File: src/rtl/write_back_queue.sv
// Write-back queue: buffers register write-back requests and drains one per clock
// into the register file write port. Optional decode bypass lookup under WBQ_BYPASS_EN.
module write_back_queue #(
  parameter int unsigned DEPTH  = 4,
  parameter int unsigned DATA_W = 32,
  parameter int unsigned ADDR_W = 5
) (
  input  logic                         CLK,
  input  logic                         reset,
  input  logic                         inValid,
  output logic                         inReady,
  input  logic [ADDR_W-1:0]            inReg,
  input  logic [DATA_W-1:0]            inData,
  input  logic                         holdWrite,
  output logic [ADDR_W-1:0]            writeReg,
  output logic                         writeEn,
  output logic [DATA_W-1:0]            writeData,
`ifdef WBQ_BYPASS_EN
  input  logic [ADDR_W-1:0]            lookupReg1,
  input  logic [ADDR_W-1:0]            lookupReg2,
  output logic                         hit1,
  output logic                         hit2,
  output logic [DATA_W-1:0]            hitData1,
  output logic [DATA_W-1:0]            hitData2,
`endif
  output logic [$clog2(DEPTH+1)-1:0]   count
);

  localparam int unsigned PTR_W = $clog2(DEPTH);
  localparam int unsigned CNT_W = $clog2(DEPTH + 1);

  logic [ADDR_W-1:0] qReg  [DEPTH];
  logic [DATA_W-1:0] qData [DEPTH];
  logic [PTR_W-1:0]  head;
  logic [PTR_W-1:0]  tail;
  logic              push;
  logic              store;
  logic              pop;

  assign inReady = count < CNT_W'(DEPTH);
  assign push    = inValid && inReady;
  // Writes to register 0 complete the handshake but are dropped.
  assign store   = push && (inReg != '0);
  assign pop     = (count != '0) && !holdWrite;

  // Entry storage needs no reset: validity is tracked by head/count.
  always_ff @(posedge CLK) begin
    if (store) begin
      qReg[tail]  <= inReg;
      qData[tail] <= inData;
    end
  end

  always_ff @(posedge CLK or negedge reset) begin
    if (!reset) begin
      head      <= '0;
      tail      <= '0;
      count     <= '0;
      writeEn   <= 1'b0;
      writeReg  <= '0;
      writeData <= '0;
    end else begin
      writeEn <= pop;
      if (store) begin
        tail <= tail + PTR_W'(1);
      end
      if (pop) begin
        head      <= head + PTR_W'(1);
        writeReg  <= qReg[head];
        writeData <= qData[head];
      end
      if (store && !pop) begin
        count <= count + CNT_W'(1);
      end else if (pop && !store) begin
        count <= count - CNT_W'(1);
      end
    end
  end

`ifdef WBQ_BYPASS_EN
  // Youngest match wins: scan output register first, then head to newest entry.
  function automatic logic [DATA_W:0] lookup(input logic [ADDR_W-1:0] r);
    logic [DATA_W:0]  res;
    logic [PTR_W-1:0] idx;
    res = '0;
    if (r != '0) begin
      if (writeEn && (writeReg == r)) begin
        res = {1'b1, writeData};
      end
      for (int i = 0; i < int'(DEPTH); i++) begin
        idx = head + PTR_W'(i);
        if ((CNT_W'(i) < count) && (qReg[idx] == r)) begin
          res = {1'b1, qData[idx]};
        end
      end
    end
    return res;
  endfunction

  always_comb begin
    {hit1, hitData1} = lookup(lookupReg1);
    {hit2, hitData2} = lookup(lookupReg2);
  end
`endif

endmodule

File: config.mk
export PLATFORM = sky130hd
export DESIGN_NAME = write_back_queue
export DESIGN_NICKNAME = d
export VERILOG_FILES = /design/src/rtl/write_back_queue.sv
export SDC_FILE = /design/constraint.sdc
export NUM_CORES = 1
export LEC_CHECK = 0
export BUFFER_PORTS_ARGS = -buffer_cell sky130_fd_sc_hd__buf_2
export CORE_MARGIN = 3
export CORE_UTILIZATION = 55
export CTS_CLUSTER_DIAMETER = 80
export DETAILED_ROUTE_END_ITERATION = 6
export PLACE_DENSITY = 0.76
export SLEW_MARGIN = 20
export SYNTH_ARGS = -nofsm -noshare
export SYNTH_HDL_FRONTEND = slang
export SYNTH_SLANG_ARGS = --single-unit
File: constraint.sdc
create_clock -name CLK -period 3.71 [get_ports CLK]
set_input_delay 0.742 -clock CLK [delete_from_list [all_inputs] [get_ports CLK]]
set_output_delay 0.742 -clock CLK [all_outputs]
set_load 0.005 [all_outputs]
==> flow_metrics.tcl <==
set metrics [dict create \
    status "finished, final reports clean" \
    leakage_nw 3.012 \
    vias_per_cell 5.567 \
    fin_crit_ns 2.313 \
    ys_seq_elements 193 \
    drive_above_1_share 0.4879 \
    avgRoutedWirePerCell_um 20.93 \
    cts-root-buf "clkbuf_16" \
    ant_nets 0 \
    die_w_um 119.9 \
    tritoncts "yes" \
    ys_types 19 \
    port_buffers 82 \
    rsz0062_at_grt "false" \
    ir_worst_vdd_mv 0.6896 \
    fin_skew_ns 0.005701 \
    synth_common_cells "edfxtp_1 (148), dfrtp_1 (45), mux2_2 (39)" \
    worstPathMaxFanout 7 \
    grt_overflow 0 \
    ctsResizeCount 0 \
    end_kind "flip-flop" \
    grt_max_degree 40 \
    preCtsSetupSlack_ns 0.9623 \
    antenna_found_initial 0 \
    numCtsBuffers 17 \
    place_congestion 0.6883 \
    postCtsHoldBufs 0 \
    use_met1 0.2625 \
    drt_iter0_markers 258 \
    cts_setup_buffers 0 \
    cts_sinks 193 \
    synth_enable_flop_cells 148 \
    slew_violations 0 \
    track_usage 0.1878 \
    maxSlewHeadroom 0.3221 \
    netlist_instances 308 \
    fmax_ghz 0.4324 \
    finalWorstSetupSlack_ns 1.397 \
    wl_um 12180 \
    grt_pass1_vias 3502 \
    n_antenna_cell 0 \
    r2r_slack_ns 1.62 \
    drc 0 \
    arrival_ns 2.62 \
    die-area_um2 14380 \
    firstDrtPassIters 5 \
    fp.dieH_um 119.9 \
    max_cap_viol_count 0 \
    core-area_um2 12360 \
    vias 3240 \
    ioPinCount 83 \
    clock_path_buffers 2 \
    hold_viol_final 0 \
    yosys-top-cells-area "edfxtp_1 (62%), dfrtp_1 (16%), mux4_2 (12%), mux2_2 (6.2%), ha_1 (0.88%)" \
    hpwlAfterDp_um 7167 \
    stdcell_area_um2 8358 \
    tns_ns 0 \
    grt_pass1_wl_um 19820 \
    min_path_type "in2async" \
    synth_area_leader_cell "edfxtp_1" \
    htree_levels 4 \
    syn_nets 355 \
    ys_warn_count 0 \
    fin_nets 448 \
    post-route-period-util 0.6234 \
    ff2ff_path_depth 3 \
    final_util 0.6761 \
    worstMarginPinSlew_ns 1.017 \
    async_reset_ff_frac 0.2332 \
    cp.required_ns 4.02 \
    met3_usage 0.04665 \
    ys_seq_area_frac 0.7805 \
    area_growth_pct 17.11 \
    grt-busiest-layer "met2" \
    syn_area_um2 7137 \
    synth_most_common_cell "edfxtp_1" \
    cts.reportedPaths.clkPinSlew_ns 0.07 \
    p_per_area_nw_per_um2 782.3 \
    yosys_most_used_dff "edfxtp_1" \
    initial_core_util 0.5773 \
    avgSynthCellArea_um2 23.17 \
    path_class "in2reg" \
    setup_violations 0 \
    start_kind "primary input" \
    num_rows 40 \
    worst_skew_pair.late_latency_ns 0.42 \
    placed_cell_area_um2 7735 \
    grt_util_met2 0.2922 \
    yosysTopAreaCellShare 0.6227 \
]
## per-layer routing
metal | share of wire | vias to the layer above
met3 | 0.044 | 15
met5 | 0 | -
li1 | - | 1425
met1 | 0.45 | 1703
met4 | 0.016 | 0
met2 | 0.49 | 97
## registers in the layout, summed over array words and instances (netlist names)
register	cells
qData	128
writeData	32
qReg	20
writeReg	5
count	3
head	2
tail	2
writeEn	1
## where the power goes
group,internal (mW),leakage (nW),switching (mW)
registers,2.84,1.87,0.326
logic,0.883,0.849,0.618
clock network,1.12,0.295,0.757
## final timing paths
path | from | end
worst max-delay path | inReg[1] | count[1]
worst min-delay path | reset | writeData[21]
max in group asynchronous | reset | writeData[27]
min in group CLK | writeData[5] | writeData[5]
worst max register to register | head[0] | writeData[7]
worst min register to register | writeData[5] | writeData[5]
## cell type report
| cell class | count | area (µm²) |
|---|---|---|
| Sequential cell | 193 | 5573 |
| Fill cell | 814 | 4004 |
| Multi-Input combinational cell | 98 | 1493 |
| Clock buffer | 20 | 466.7 |
| Timing Repair Buffer | 86 | 440.4 |
| Tap cell | 168 | 210.2 |
| Clock inverter | 12 | 156.4 |
| Inverter | 5 | 18.77 |
## critical path: stages
cell     delay, ns
buf_2         0.12
or3_1         0.42
o311a_4       0.36
ha_1          0.24
inv_1         0.07
fa_1          0.40
mux2_2        0.27
## through the flow
stage | instances | power, mW | hold WS [ns]
detailed placement | 550 | 4.755 | 0.4894
CTS | 582 | 6.624 | 0.4021
global route | 582 | 6.884 | 0.4312
global placement | 550 | 4.692 | 0.4843
finish | 582 | 6.539 | 0.3904
floorplan | 308 | 4.184 | 0.4464
## logic make-up (layout without fill, tap and decap cells)
logic type               after synthesis  after routing  synth area share
flip-flops                           193            193            0.7805
multiplexers                          76             76            0.1783
buffers and inverters                 17            123           0.01210
AND/OR/NAND/NOR                        9              9          0.007188
adder cells (fa/ha/maj)                6              6           0.01157
XOR/XNOR                               6              6          0.007365
AO/OA/AOI/OAI                          1              1          0.002980
## layout by cell type, fill, tap and decap left out, drive strengths merged, types with 3 or more instances in the layout
cell type / synthesis / layout
and2: 4 / 4
clkinv: 0 / 4
ha: 5 / 5
mux4: 37 / 37
clkinvlp: 0 / 4
dfrtp: 45 / 45
bufinv: 0 / 3
inv: 5 / 6
mux2: 39 / 39
xor2: 3 / 3
clkbuf: 2 / 20
edfxtp: 148 / 148
xnor2: 3 / 3
buf: 10 / 86
No activity file was read; power rests on OpenSTA's default activity.
